<file path="src/rtl/reg_bank_arbiter.sv">
// Register-bank arbiter: serialises one writeback and two operand-read requesters
// onto a toggle-triggered register bank, one access every two cycles.
module reg_bank_arbiter #(
   parameter int unsigned WB_PRIORITY = 1
) (
   input  logic        clk,
   input  logic        rst,
   input  logic        wb_req,
   input  logic [3:0]  wb_addr,
   input  logic [31:0] wb_data,
   output logic        wb_ack,
   input  logic        ra_req,
   input  logic [3:0]  ra_addr,
   output logic        ra_ack,
   output logic [31:0] ra_data,
   input  logic        rb_req,
   input  logic [3:0]  rb_addr,
   output logic        rb_ack,
   output logic [31:0] rb_data,
   output logic [3:0]  bank_addr,
   output logic [31:0] bank_wdata,
   output logic        bank_rw,
   output logic        bank_trigger,
   input  logic [31:0] bank_rdata,
   output logic        busy
);

   typedef enum logic {IDLE, ACCESS} state_e;

   localparam logic [1:0] SEL_WB = 2'd0;
   localparam logic [1:0] SEL_RA = 2'd1;
   localparam logic [1:0] SEL_RB = 2'd2;

   state_e      state_q;
   logic [1:0]  grant_q;
   logic        rdPtr_q;
   logic [1:0]  rrPtr_q;
   logic        wbAck_q;
   logic        raAck_q;
   logic        rbAck_q;
   logic [31:0] raData_q;
   logic [31:0] rbData_q;
   logic [3:0]  bankAddr_q;
   logic [31:0] bankWdata_q;
   logic        bankRw_q;
   logic        bankTrigger_q;

   logic        wbElig;
   logic        raElig;
   logic        rbElig;
   logic [2:0]  elig;
   logic        hazard;
   logic        found;
   logic [1:0]  cand;
   logic [1:0]  grant_d;
   logic        grantValid_d;
   logic [3:0]  selAddr_d;

   function automatic logic [1:0] addMod3(input logic [1:0] a, input logic [1:0] b);
      logic [2:0] s;
      s = {1'b0, a} + {1'b0, b};
      if (s >= 3'd3) begin
         s = s - 3'd3;
      end
      return s[1:0];
   endfunction

   // A requester whose ack is showing this cycle is already served and must not win again.
   // A writer colliding on an address with a reader always goes first so the read sees new data.
   always_comb begin
      wbElig       = wb_req && !wbAck_q;
      raElig       = ra_req && !raAck_q;
      rbElig       = rb_req && !rbAck_q;
      elig         = {rbElig, raElig, wbElig};
      hazard       = wbElig && ((raElig && (ra_addr == wb_addr)) ||
                                (rbElig && (rb_addr == wb_addr)));
      grantValid_d = |elig;
      grant_d      = SEL_WB;
      found        = 1'b0;
      cand         = SEL_WB;
      if (hazard) begin
         grant_d = SEL_WB;
      end else if (WB_PRIORITY != 0) begin
         if (wbElig) begin
            grant_d = SEL_WB;
         end else if (raElig && rbElig) begin
            grant_d = rdPtr_q ? SEL_RB : SEL_RA;
         end else if (raElig) begin
            grant_d = SEL_RA;
         end else begin
            grant_d = SEL_RB;
         end
      end else begin
         for (int k = 0; k < 3; k++) begin
            cand = addMod3(rrPtr_q, 2'(k));
            if (!found && elig[cand]) begin
               grant_d = cand;
               found   = 1'b1;
            end
         end
      end
      case (grant_d)
         SEL_WB:  selAddr_d = wb_addr;
         SEL_RA:  selAddr_d = ra_addr;
         default: selAddr_d = rb_addr;
      endcase
   end

   // Reset parks the bank in read mode at the same moment the trigger clears, so any
   // trigger edge caused by reset is a harmless read.
   always_ff @(posedge clk or posedge rst) begin
      if (rst) begin
         state_q       <= IDLE;
         grant_q       <= SEL_WB;
         rdPtr_q       <= 1'b0;
         rrPtr_q       <= SEL_WB;
         wbAck_q       <= 1'b0;
         raAck_q       <= 1'b0;
         rbAck_q       <= 1'b0;
         raData_q      <= 32'h0;
         rbData_q      <= 32'h0;
         bankAddr_q    <= 4'h0;
         bankWdata_q   <= 32'h0;
         bankRw_q      <= 1'b1;
         bankTrigger_q <= 1'b0;
      end else begin
         wbAck_q <= 1'b0;
         raAck_q <= 1'b0;
         rbAck_q <= 1'b0;
         case (state_q)
            IDLE: begin
               if (grantValid_d) begin
                  grant_q       <= grant_d;
                  bankAddr_q    <= selAddr_d;
                  bankRw_q      <= (grant_d != SEL_WB);
                  bankTrigger_q <= ~bankTrigger_q;
                  rrPtr_q       <= addMod3(grant_d, 2'd1);
                  if (grant_d == SEL_WB) begin
                     bankWdata_q <= wb_data;
                  end
                  if (grant_d == SEL_RA) begin
                     rdPtr_q <= 1'b1;
                  end else if (grant_d == SEL_RB) begin
                     rdPtr_q <= 1'b0;
                  end
                  state_q <= ACCESS;
               end
            end
            ACCESS: begin
               case (grant_q)
                  SEL_WB: wbAck_q <= 1'b1;
                  SEL_RA: begin
                     raAck_q  <= 1'b1;
                     raData_q <= bank_rdata;
                  end
                  default: begin
                     rbAck_q  <= 1'b1;
                     rbData_q <= bank_rdata;
                  end
               endcase
               state_q <= IDLE;
            end
            default: state_q <= IDLE;
         endcase
      end
   end

   assign wb_ack       = wbAck_q;
   assign ra_ack       = raAck_q;
   assign rb_ack       = rbAck_q;
   assign ra_data      = raData_q;
   assign rb_data      = rbData_q;
   assign bank_addr    = bankAddr_q;
   assign bank_wdata   = bankWdata_q;
   assign bank_rw      = bankRw_q;
   assign bank_trigger = bankTrigger_q;
   assign busy         = (state_q == ACCESS);

endmodule

</file>
<file path="config.mk">
export PLATFORM = sky130hd
export DESIGN_NAME = reg_bank_arbiter
export DESIGN_NICKNAME = d
export VERILOG_FILES = /design/src/rtl/reg_bank_arbiter.sv
export SDC_FILE = /design/constraint.sdc
export NUM_CORES = 1
export LEC_CHECK = 0
export CAP_MARGIN = 20
export CORE_ASPECT_RATIO = 0.6
export CORE_MARGIN = 4
export CORE_UTILIZATION = 42
export DETAILED_ROUTE_END_ITERATION = 8
export GPL_TIMING_DRIVEN = 0
export PLACE_DENSITY_LB_ADDON = 0.1
export SLEW_MARGIN = 20
export SYNTH_ARGS = -nofsm -noshare
export SYNTH_HDL_FRONTEND = slang
export SYNTH_SLANG_ARGS = --single-unit
</file>
<file path="constraint.sdc">
create_clock -name clk -period 4.02 [get_ports clk]
set_input_delay 0.402 -clock clk [delete_from_list [all_inputs] [get_ports clk]]
set_output_delay 0.402 -clock clk [all_outputs]
set_load 0.005 [all_outputs]
</file>
==> impl_metrics.py, run 1 <==
metrics = {
    "status": {
        "run_status": "finished clean",
    },
    "route": {
        "ant_nets": 0,
        "drtIter0Drc": 50,
        "dr.pass1.iters": 4,
        "routed_wl_um": 10400,
        "drc": 0,
        "vias_per_cell": 4.77,
        "num_vias": 2842,
        "drt-wirelength-per-cell_um": 17.4,
    },
    "timing": {
        "final_max_slew_viol_count": 0,
        "finalCriticalPeriod_ns": 2.59,
        "skew_ns": 0.00555,
        "tightest_slew_ns": 0.498,
        "setup_viol": 0,
        "rsz0062_at_grt": "no",
        "period_share": 0.645,
        "fmax_ghz": 0.386,
        "timing.slew.headroom": 0.668,
        "fin_setup_tns_ns": 0,
        "hold_viol": 0,
    },
    "power": {
        "ir_worst_vdd_mv": 0.375,
        "p_leak_nw": 2.87,
        "powerDensity_mw_per_mm2": 789,
    },
    "final_layout": {
        "areaGrowthSynthToFinish_pct": 53.9,
        "n_antenna_cell": 0,
        "final_nets": 539,
        "drive_gt1_frac": 0.282,
        "n_fill_cell": 757,
        "utilization": 0.669,
    },
    "worst_setup_path": {
        "start_kind": "input port",
        "cp_cell_sequence": "clkdlybuf4s50_1 > and3b_1 > o21ai_0 > ha_1 > inv_1 > a311oi_4 > buf_6 > mux2_4",
        "end_kind": "register",
        "cpPeakStageDelay_ns": 0.45,
        "critPathSlowestCell": "clkdlybuf4s50_1",
        "cp.arrival_ns": 2.82,
        "critPathTopFamily": "buffers and inverters",
        "critPathBufInv": 3,
        "worstPathMaxFanout": 10,
        "worstPathRequired_ns": 4.25,
        "critPathKind": "in -> reg",
    },
    "global_route": {
        "track_usage": 0.178,
        "grt_pass1_wl_um": 16600,
        "grt_start_max_net_pins": 57,
        "grt_pass1_vias": 3120,
        "grt.overflow.total": 0,
        "antenna_found_initial": 0,
    },
    "clock_tree": {
        "clockBufferDepth": 2,
        "insertion_delay_ns": 0.34,
        "cts_tree": "built",
        "cts.sinks": 109,
        "postCtsSetupBuffers": 0,
        "clk_pin_slew_ns": 0.07,
        "ctsHoldBuffers": 0,
        "clock-root-buffer": "clkbuf_16",
        "cts_buffers": 9,
        "cts_resized": 0,
        "cts_max_level": 3,
    },
    "placed_design": {
        "dp.final_hpwl_um": 7890,
        "port_buffers": 186,
        "gp_congestion": 0.812,
    },
    "logic_synthesis": {
        "ys_ff_latch": 109,
        "ys_warn_count": 0,
        "ys_types": 23,
        "synthCells": 258,
        "seq_area_frac_synth": 0.631,
        "syn_nets": 341,
        "synth_area_per_cell_um2": 16.8,
        "syn-cell-area_mm2": 0.00432,
    },
    "hold_path": {
        "min_path_type": "reg -> reg",
    },
    "floorplan": {
        "die_y_um": 86.6,
        "ios": 187,
        "die_x_um": 139,
        "fp-row-count": 28,
        "core-area_mm2": 0.00995,
        "die_area_mm2": 0.0120,
        "initial_core_util": 0.434,
    },
    "run": {
        "max_cap_viol_count": 0,
    },
}
[cell families after synthesis]
family                     after synthesis  synth area share
AOI/OAI and AO/OA                       12            0.0235
adders and majority gates                2           0.00579
buffers and inverters                   21            0.0255
muxes                                  104             0.296
and+or+nand+nor                          9            0.0162
DFF                                    109             0.631
xor gates and xnor gates                 1           0.00203
[through the flow]
| step | power, mW | cells | setup slack, ns | hold WS, ns | area [um^2] |
|---|---|---|---|---|---|
| finish | 5.25 | 596 | 1.43 | 0.463 | 6650 |
| global route | 5.58 | 596 | 1.28 | 0.486 | 6650 |
| CTS | 5.34 | 596 | 1.43 | 0.460 | 6650 |
| detailed placement | 4.51 | 580 | 1.06 | 0.449 | 6380 |
| global placement | 4.43 | 579 | -0.771 | 0.444 | 6350 |
| floorplan | 3.06 | 258 | 0.746 | 0.428 | 4320 |
[Yosys cell counts (all sizes together)]
library cell	number	share of area
mux2	99	0.28
nand3	1	0.0012
dfrtp	108	0.63
buf	10	0.016
nor3b	2	0.0035
a22o	4	0.0081
nor2	1	0.00087
and3b	1	0.0020
inv	11	0.0096
mux2i	5	0.012
dfstp	1	0.0061
nand2	1	0.00087
ha	2	0.0058
a21oi	4	0.0046
xor2	1	0.0020
a31oi	1	0.0014
nand2b	3	0.0078
a311oi	2	0.0081
o21ai	1	0.0012
[path summary, 6_finish.rpt]
| path | from | endpoint | slack (ns) | cells after the start |
|---|---|---|---|---|
| worst min register to register | grant_q[1]$_DFFE_PP0P_ | wb_ack$_DFF_PP0_ | 0.46 | 1 |
| max in group asynchronous | rst | bank_rw$_DFFE_PP1P_ | 2.84 | 3 |
| worst max register to register | ra_ack$_DFF_PP0_ | bank_wdata[25]$_DFFE_PP0P_ | 1.58 | 7 |
| min in group asynchronous | rst | rb_data[8]$_DFFE_PP0P_ | 0.48 | 2 |
| worst min-delay path | grant_q[1]$_DFFE_PP0P_ | wb_ack$_DFF_PP0_ | 0.46 | 1 |
| worst max-delay path | rb_req | bank_wdata[25]$_DFFE_PP0P_ | 1.43 | 8 |
[where the power goes]
part	switching, mW	leakage [nW]	internal, mW
sequential	0.296	1.28	1.67
clock	0.381	0.136	0.419
combinational	0.771	1.45	1.72
[state kept, by name (all words and copies together) (netlist names)]
| register | flops |
|---|---|
| bank_trigger | 1 |
| bank_addr | 4 |
| wb_ack | 1 |
| ra_ack | 1 |
| busy | 1 |
| ra_data | 32 |
| bank_wdata | 32 |
| bank_rw | 1 |
| rb_data | 32 |
| rdPtr_q | 1 |
| rb_ack | 1 |
| grant_q | 2 |
[metal layers]
layer  vias up  track usage  share of wire
met5         -            0              0
met4         0       0.0480          0.011
met3        11       0.0799           0.10
met2       107        0.284           0.47
met1      1424        0.223           0.42
li1       1300            -              -
[placed cells by master, fill, tap and decap left out, drive strengths merged]
| cell | netlist | routed |
|---|---|---|
| a31oi | 1 | 1 |
| and3b | 1 | 1 |
| a22o | 4 | 4 |
| mux2 | 99 | 99 |
| ha | 2 | 2 |
| nor2 | 1 | 1 |
| o21ai | 1 | 1 |
| nand2 | 1 | 1 |
| nor3b | 2 | 2 |
| mux2i | 5 | 5 |
| dfrtp | 108 | 108 |
| buf | 10 | 11 |
| nand3 | 1 | 1 |
| a311oi | 2 | 2 |
| inv | 11 | 12 |
| clkinv | 0 | 5 |
| nand2b | 3 | 3 |
| dfstp | 1 | 1 |
| clkbuf | 0 | 10 |
| clkdlybuf4s50 | 0 | 186 |
| a21oi | 4 | 4 |
| xor2 | 1 | 1 |
[area by class of cell]
type                            instances  area [um^2]  area share
Sequential cell                       109         2730       0.410
Timing Repair Buffer                  187         1890       0.284
Multi-Input combinational cell        128         1480       0.223
Clock buffer                           10          229      0.0344
Tap cell                              135          169      0.0254
Buffer                                 10         68.8      0.0103
Inverter                               11         46.3     0.00696
Clock inverter                          6         37.5     0.00564
Power figures use the tool's default switching activity.
==> run 2: changes to the inputs <==
==> constraint.sdc (replaced) <==
create_clock -name clk -period 2.44 [get_ports clk]
set_input_delay 0.244 -clock clk [delete_from_list [all_inputs] [get_ports clk]]
set_output_delay 0.244 -clock clk [all_outputs]
set_load 0.005 [all_outputs]
==> run 2 against run 1 <==
Clock-buffer cell count stayed put. Routed wire length is 0.28% lower. Core utilization increased by 1.3 points. Setup slack got worse by 1.3 ns. First-iteration DRC count increased by 12%. Register-to-register slack got worse by 1.5 ns. Die area unchanged. Non-clock buffer count is 3 higher. Global-route usage fell by 0.11 points. Largest power group unchanged. Cell count is 0.34% higher. Largest cell class unchanged. Total power up 72%. Flip-flop and latch count stayed put.
==> impl_metrics.py, run 2 (synthesis results as in run 1) <==
metrics = {
    "global_route": {
        "grt_pass1_wl_um": 16600,
        "track_usage": 0.176,
        "grt_pass1_vias": 2993,
        "grt.overflow.total": 0,
        "antenna_found_initial": 0,
        "grt_start_max_net_pins": 35,
    },
    "final_layout": {
        "layout_commonest_cell": "clkdlybuf4s50_1",
        "fin_cells": 598,
        "regArea_mm2": 0.00273,
        "areaGrowthSynthToFinish_pct": 56.9,
        "drive_gt1_frac": 0.289,
        "final_nets": 542,
        "n_antenna_cell": 0,
        "n_fill_cell": 741,
        "post-route-cell-area_mm2": 0.00678,
        "multi_input_area_mm2": 0.00149,
        "layout_common_cells": "186 x clkdlybuf4s50_1, 108 x dfrtp_1, 69 x mux2_2",
    },
    "clock_tree": {
        "cts_max_level": 3,
        "insertion_delay_ns": 0.34,
        "cts_buffers": 9,
        "cts_tree": "built",
        "clockBufferDepth": 2,
        "clock-root-buffer": "clkbuf_16",
        "cts.sinks": 109,
        "clk_pin_slew_ns": 0.07,
    },
    "route": {
        "drtIter0Drc": 56,
        "num_vias": 2856,
        "dr.pass1.iters": 4,
        "vias_per_cell": 4.78,
        "ant_nets": 0,
        "drt-wirelength-per-cell_um": 17.3,
        "routed_wl_um": 10300,
        "drc": 0,
    },
    "timing": {
        "timing.slew.headroom": 0.576,
        "hold_viol": 0,
        "skew_ns": 0.00476,
        "tightest_slew_ns": 0.634,
        "fmax_ghz": 0.431,
        "finalCriticalPeriod_ns": 2.32,
        "final_max_slew_viol_count": 0,
        "period_share": 0.950,
        "setup_viol": 0,
        "rsz0062_at_grt": "no",
        "fin_setup_tns_ns": 0,
    },
    "power": {
        "seqPwrFrac": 0.359,
        "powerDensity_mw_per_mm2": 1330,
        "p_leak_nw": 2.92,
        "swShare": 0.267,
        "ir_worst_vdd_mv": 0.694,
        "pwr-share-comb": 0.457,
        "intPower_mw": 6.62,
        "p_switching_mw": 2.41,
        "clkPwrFrac": 0.184,
        "power.total_mw": 9.03,
    },
    "worst_setup_path": {
        "path_common_cell": "inv_1",
        "critPathKind": "reg -> reg",
        "critPathSlowestCell": "dfrtp_1",
        "cp.arrival_ns": 2.54,
        "worstPathMaxFanout": 10,
        "start_kind": "register",
        "cpPeakStageDelay_ns": 0.38,
        "cp_cell_sequence": "nand2b_1 > nor3b_1 > inv_1 > ha_2 > inv_1 > a311oi_4 > buf_4 > buf_6 > mux2_4",
        "end_kind": "register",
        "worstPathRequired_ns": 2.66,
    },
    "status": {
        "run_status": "finished clean",
    },
    "hold_path": {
        "min_path_type": "in -> async",
    },
    "run": {
        "max_cap_viol_count": 0,
    },
    "floorplan": {
        "initial_core_util": 0.434,
        "die_y_um": 86.6,
        "die_x_um": 139,
        "die_area_mm2": 0.0120,
        "core-area_mm2": 0.00995,
        "fp-row-count": 28,
        "ios": 187,
    },
    "placed_design": {
        "dp.cells": 582,
        "port_buffers": 186,
        "dp.final_hpwl_um": 7830,
        "gp_congestion": 0.792,
        "dpl-instance-area_mm2": 0.00642,
    },
}
==> run 2: per-stage QoR <==
stage          setup slack, ns  hold slack (ns)   util
2_1_floorplan            0.283            0.392      -
3_3_place_gp            -0.332            0.447  0.639
3_5_place_dp            -0.372            0.447  0.646
4_1_cts                 0.0265            0.334  0.681
5_1_grt                0.00589            0.364  0.681
6_report                 0.122            0.326  0.681
==> run 2: layout make-up <==
class,instances,area share
multi-input combinational,128,0.219
clock buffer,10,0.0353
buffer,10,0.0102
sequential,109,0.403
inverter,11,0.00664
clock inverter,5,0.0157
tap,135,0.0249
timing repair buffer,190,0.286
==> run 2: layer usage <==
layer / part of all wire / routed length (um) / vias to the layer above / global-route usage
met2: 0.45 / 4670 / 115 / 0.272
met1: 0.43 / 4440 / 1415 / 0.228
met4: 0.0091 / 94 / 0 / 0.0453
met3: 0.11 / 1120 / 10 / 0.0827
li1: - / - / 1316 / -
met5: 0 / 0 / - / 0
==> run 2: final timing paths <==
| path | start | to | slack, ns | cells after the start |
|---|---|---|---|---|
| max | wb_ack$_DFF_PP0_ | bank_wdata[29]$_DFFE_PP0P_ | 0.12 | 9 |
| min | rst | rb_data[5]$_DFFE_PP0P_ | 0.33 | 2 |
| max reg2reg | wb_ack$_DFF_PP0_ | bank_wdata[29]$_DFFE_PP0P_ | 0.12 | 9 |
| min reg2reg | grant_q[0]$_DFFE_PP0P_ | wb_ack$_DFF_PP0_ | 0.46 | 1 |
| max in group asynchronous | rst | bank_rw$_DFFE_PP1P_ | 1.30 | 4 |
| min in group clk | grant_q[0]$_DFFE_PP0P_ | wb_ack$_DFF_PP0_ | 0.46 | 1 |
==> run 2: worst max-delay path, delay by kind of cell (launching register included) <==
family,cells,cell delay [ns]
buffers and inverters,4,0.55
multiplexers,1,0.32
adder cells (fa/ha/maj),1,0.24
AND/OR/NAND/NOR,2,0.47
flip-flops,1,0.38
AO/OA/AOI/OAI,1,0.25
==> run 2: what timing repair did <==
| item | in CTS | in global routing |
|---|---|---|
| hold buffers | 0 | 0 |
| gates resized for setup | 1 | 1 |
| pin swaps | 0 | 1 |
| endpoints found under the setup margin | 30 | 30 |
| endpoints found under the hold margin | 0 | 0 |
| buffers inserted | 0 | 1 |
==> run 2: power groups by stage <==
stage / registers [mW] / logic [mW] / clock network, mW
2_1_floorplan: 3.30 / 1.74 / 0
3_3_place_gp: 3.21 / 4.09 / 0
3_5_place_dp: 3.26 / 4.16 / 0
4_1_cts: 3.25 / 4.19 / 1.72
5_1_grt: 3.37 / 4.41 / 1.79
6_report: 3.24 / 4.12 / 1.67
==> run 3: changes to the inputs <==
--- a/config.mk
+++ b/config.mk
@@ -5,7 +5,6 @@
 export SDC_FILE = /design/constraint.sdc
 export NUM_CORES = 1
 export LEC_CHECK = 0
-export CAP_MARGIN = 20
 export CORE_ASPECT_RATIO = 0.6
 export CORE_MARGIN = 4
 export CORE_UTILIZATION = 42
==> run 3 against run 2 <==
Routed wire length is 1.4% lower. Worst hold slack worse by 0.0017 ns. Die area unchanged. Design area is 0.70% lower. Combinational power about the same. Fmax hardly changed. Via count shrank 0.70%. First-iteration DRC count grew 7.1%.
==> impl_metrics.py, run 3 (synthesis results as in run 1) <==
metrics = {
    "floorplan": {
        "initial_core_util": 0.434,
        "fp-row-count": 28,
        "die_y_um": 86.6,
        "die_x_um": 139,
        "die_area_mm2": 0.0120,
        "core-area_mm2": 0.00995,
        "ios": 187,
    },
    "power": {
        "p_switching_mw": 2.39,
        "seqPwrFrac": 0.368,
        "pwr-share-comb": 0.467,
        "powerDensity_mw_per_mm2": 1310,
        "p_leak_nw": 2.89,
        "swShare": 0.272,
        "clkPwrFrac": 0.165,
        "power.total_mw": 8.80,
        "ir_worst_vdd_mv": 0.656,
        "intPower_mw": 6.41,
    },
    "worst_setup_path": {
        "cp.arrival_ns": 2.54,
        "critPathSlowestCell": "dfrtp_1",
        "worstPathRequired_ns": 2.66,
        "worstPathMaxFanout": 10,
        "start_kind": "register",
        "path_common_cell": "inv_1",
        "end_kind": "register",
        "cpPeakStageDelay_ns": 0.38,
        "critPathKind": "reg -> reg",
        "critPathTopFamily": "buffers and inverters",
        "cp_cell_sequence": "nand2b_1 > nor3b_1 > inv_1 > ha_2 > inv_1 > a311oi_4 > buf_4 > buf_6 > mux2_4",
        "critPathBufInv": 4,
    },
    "status": {
        "run_status": "finished clean",
    },
    "global_route": {
        "grt_use_met3": 0.0832,
        "antenna_found_initial": 0,
        "grt_start_max_net_pins": 35,
        "grt_most_used_layer": "met2",
        "grt_pass1_vias": 3045,
        "grt.met1_usage": 0.226,
        "grt.overflow.total": 0,
        "grt_pass1_wl_um": 16600,
        "use_met2": 0.270,
        "track_usage": 0.174,
    },
    "final_layout": {
        "regArea_mm2": 0.00273,
        "drive_gt1_frac": 0.289,
        "areaGrowthSynthToFinish_pct": 55.8,
        "final_nets": 542,
        "n_fill_cell": 740,
        "n_antenna_cell": 0,
        "layout_commonest_cell": "clkdlybuf4s50_1",
        "layout_common_cells": "186 x clkdlybuf4s50_1, 108 x dfrtp_1, 69 x mux2_2",
        "multi_input_area_mm2": 0.00149,
    },
    "timing": {
        "fmax_ghz": 0.432,
        "rsz0062_at_grt": "no",
        "period_share": 0.949,
        "setup_viol": 0,
        "hold_viol": 0,
        "finalCriticalPeriod_ns": 2.32,
        "timing.slew.headroom": 0.582,
        "final_max_slew_viol_count": 0,
        "tightest_slew_ns": 0.626,
        "fin_setup_tns_ns": 0,
        "skew_ns": 0.00627,
    },
    "clock_tree": {
        "cts_buffers": 9,
        "clk_pin_slew_ns": 0.07,
        "cts_tree": "built",
        "clock-root-buffer": "clkbuf_16",
        "cts_max_level": 3,
        "insertion_delay_ns": 0.34,
        "clockBufferDepth": 2,
        "cts.sinks": 109,
    },
    "hold_path": {
        "min_path_type": "in -> async",
    },
    "route": {
        "vias_per_cell": 4.74,
        "drc": 0,
        "num_vias": 2836,
        "ant_nets": 0,
        "routed_wl_um": 10200,
        "drtIter0Drc": 60,
        "dr.pass1.iters": 4,
        "drt-wirelength-per-cell_um": 17.0,
    },
    "placed_design": {
        "dp.final_hpwl_um": 7830,
        "gp_congestion": 0.792,
        "port_buffers": 186,
    },
    "run": {
        "max_cap_viol_count": 0,
    },
}
## run 3: changes by cell type in the layout (fill, tap and decap cells not counted), sizes merged
cell and change:
clkinv +1, clkinvlp +1, bufinv -2
## run 3: path summary, 6_finish.rpt
path                                   startpoint                          to  slack (ns)  cells past startpoint
max                              wb_ack$_DFF_PP0_  bank_wdata[18]$_DFFE_PP0P_        0.12                      9
min                                           rst      rb_data[5]$_DFFE_PP0P_        0.32                      2
max reg2reg                      wb_ack$_DFF_PP0_  bank_wdata[18]$_DFFE_PP0P_        0.12                      9
min reg2reg                grant_q[0]$_DFFE_PP0P_            wb_ack$_DFF_PP0_        0.46                      1
max in group asynchronous                     rst         bank_rw$_DFFE_PP1P_        1.31                      4
min in group clk           grant_q[0]$_DFFE_PP0P_            wb_ack$_DFF_PP0_        0.46                      1
## run 3: layout make-up
class	count	share of cell area
flip-flops and latches	109	0.405
repair buffers	190	0.288
multi-input cells	128	0.221
clock buffers	10	0.0355
well taps	135	0.0251
plain buffers	10	0.0102
clock inverters	5	0.00874
inverters	11	0.00669
## run 3: timing repair
item | 4_1_cts | 5_1_grt
hold endpoints to repair | 0 | 0
endpoints found under the setup margin | 30 | 30
pin swaps | 0 | 1
setup buffers | 0 | 1
hold buffers | 0 | 0
resized for setup | 1 | 1
## run 3: power groups by stage
stage / sequential (mW) / combinational [mW] / clock, mW
6_report: 3.24 / 4.11 / 1.45
5_1_grt: 3.37 / 4.40 / 1.57
4_1_cts: 3.25 / 4.18 / 1.50
3_5_place_dp: 3.26 / 4.16 / 0
3_3_place_gp: 3.21 / 4.09 / 0
2_1_floorplan: 3.30 / 1.74 / 0
## run 3: routing by layer
layer | routed length, um | share of wire
met5 | 0 | 0
met4 | 91 | 0.0089
met3 | 1030 | 0.10
met2 | 4610 | 0.45
met1 | 4450 | 0.44
## run 3: per-stage QoR
step           std cells   util  hold WS, ns  cell area (um^2)  setup slack [ns]
6_report             598  0.677        0.324              6730             0.123
3_3_place_gp         579  0.639        0.447              6360            -0.332
4_1_cts              597  0.676        0.337              6720            0.0302
3_5_place_dp         582  0.646        0.447              6420            -0.378
2_1_floorplan        258      -        0.392              4330             0.283
5_1_grt              598  0.677        0.367              6730            0.0194
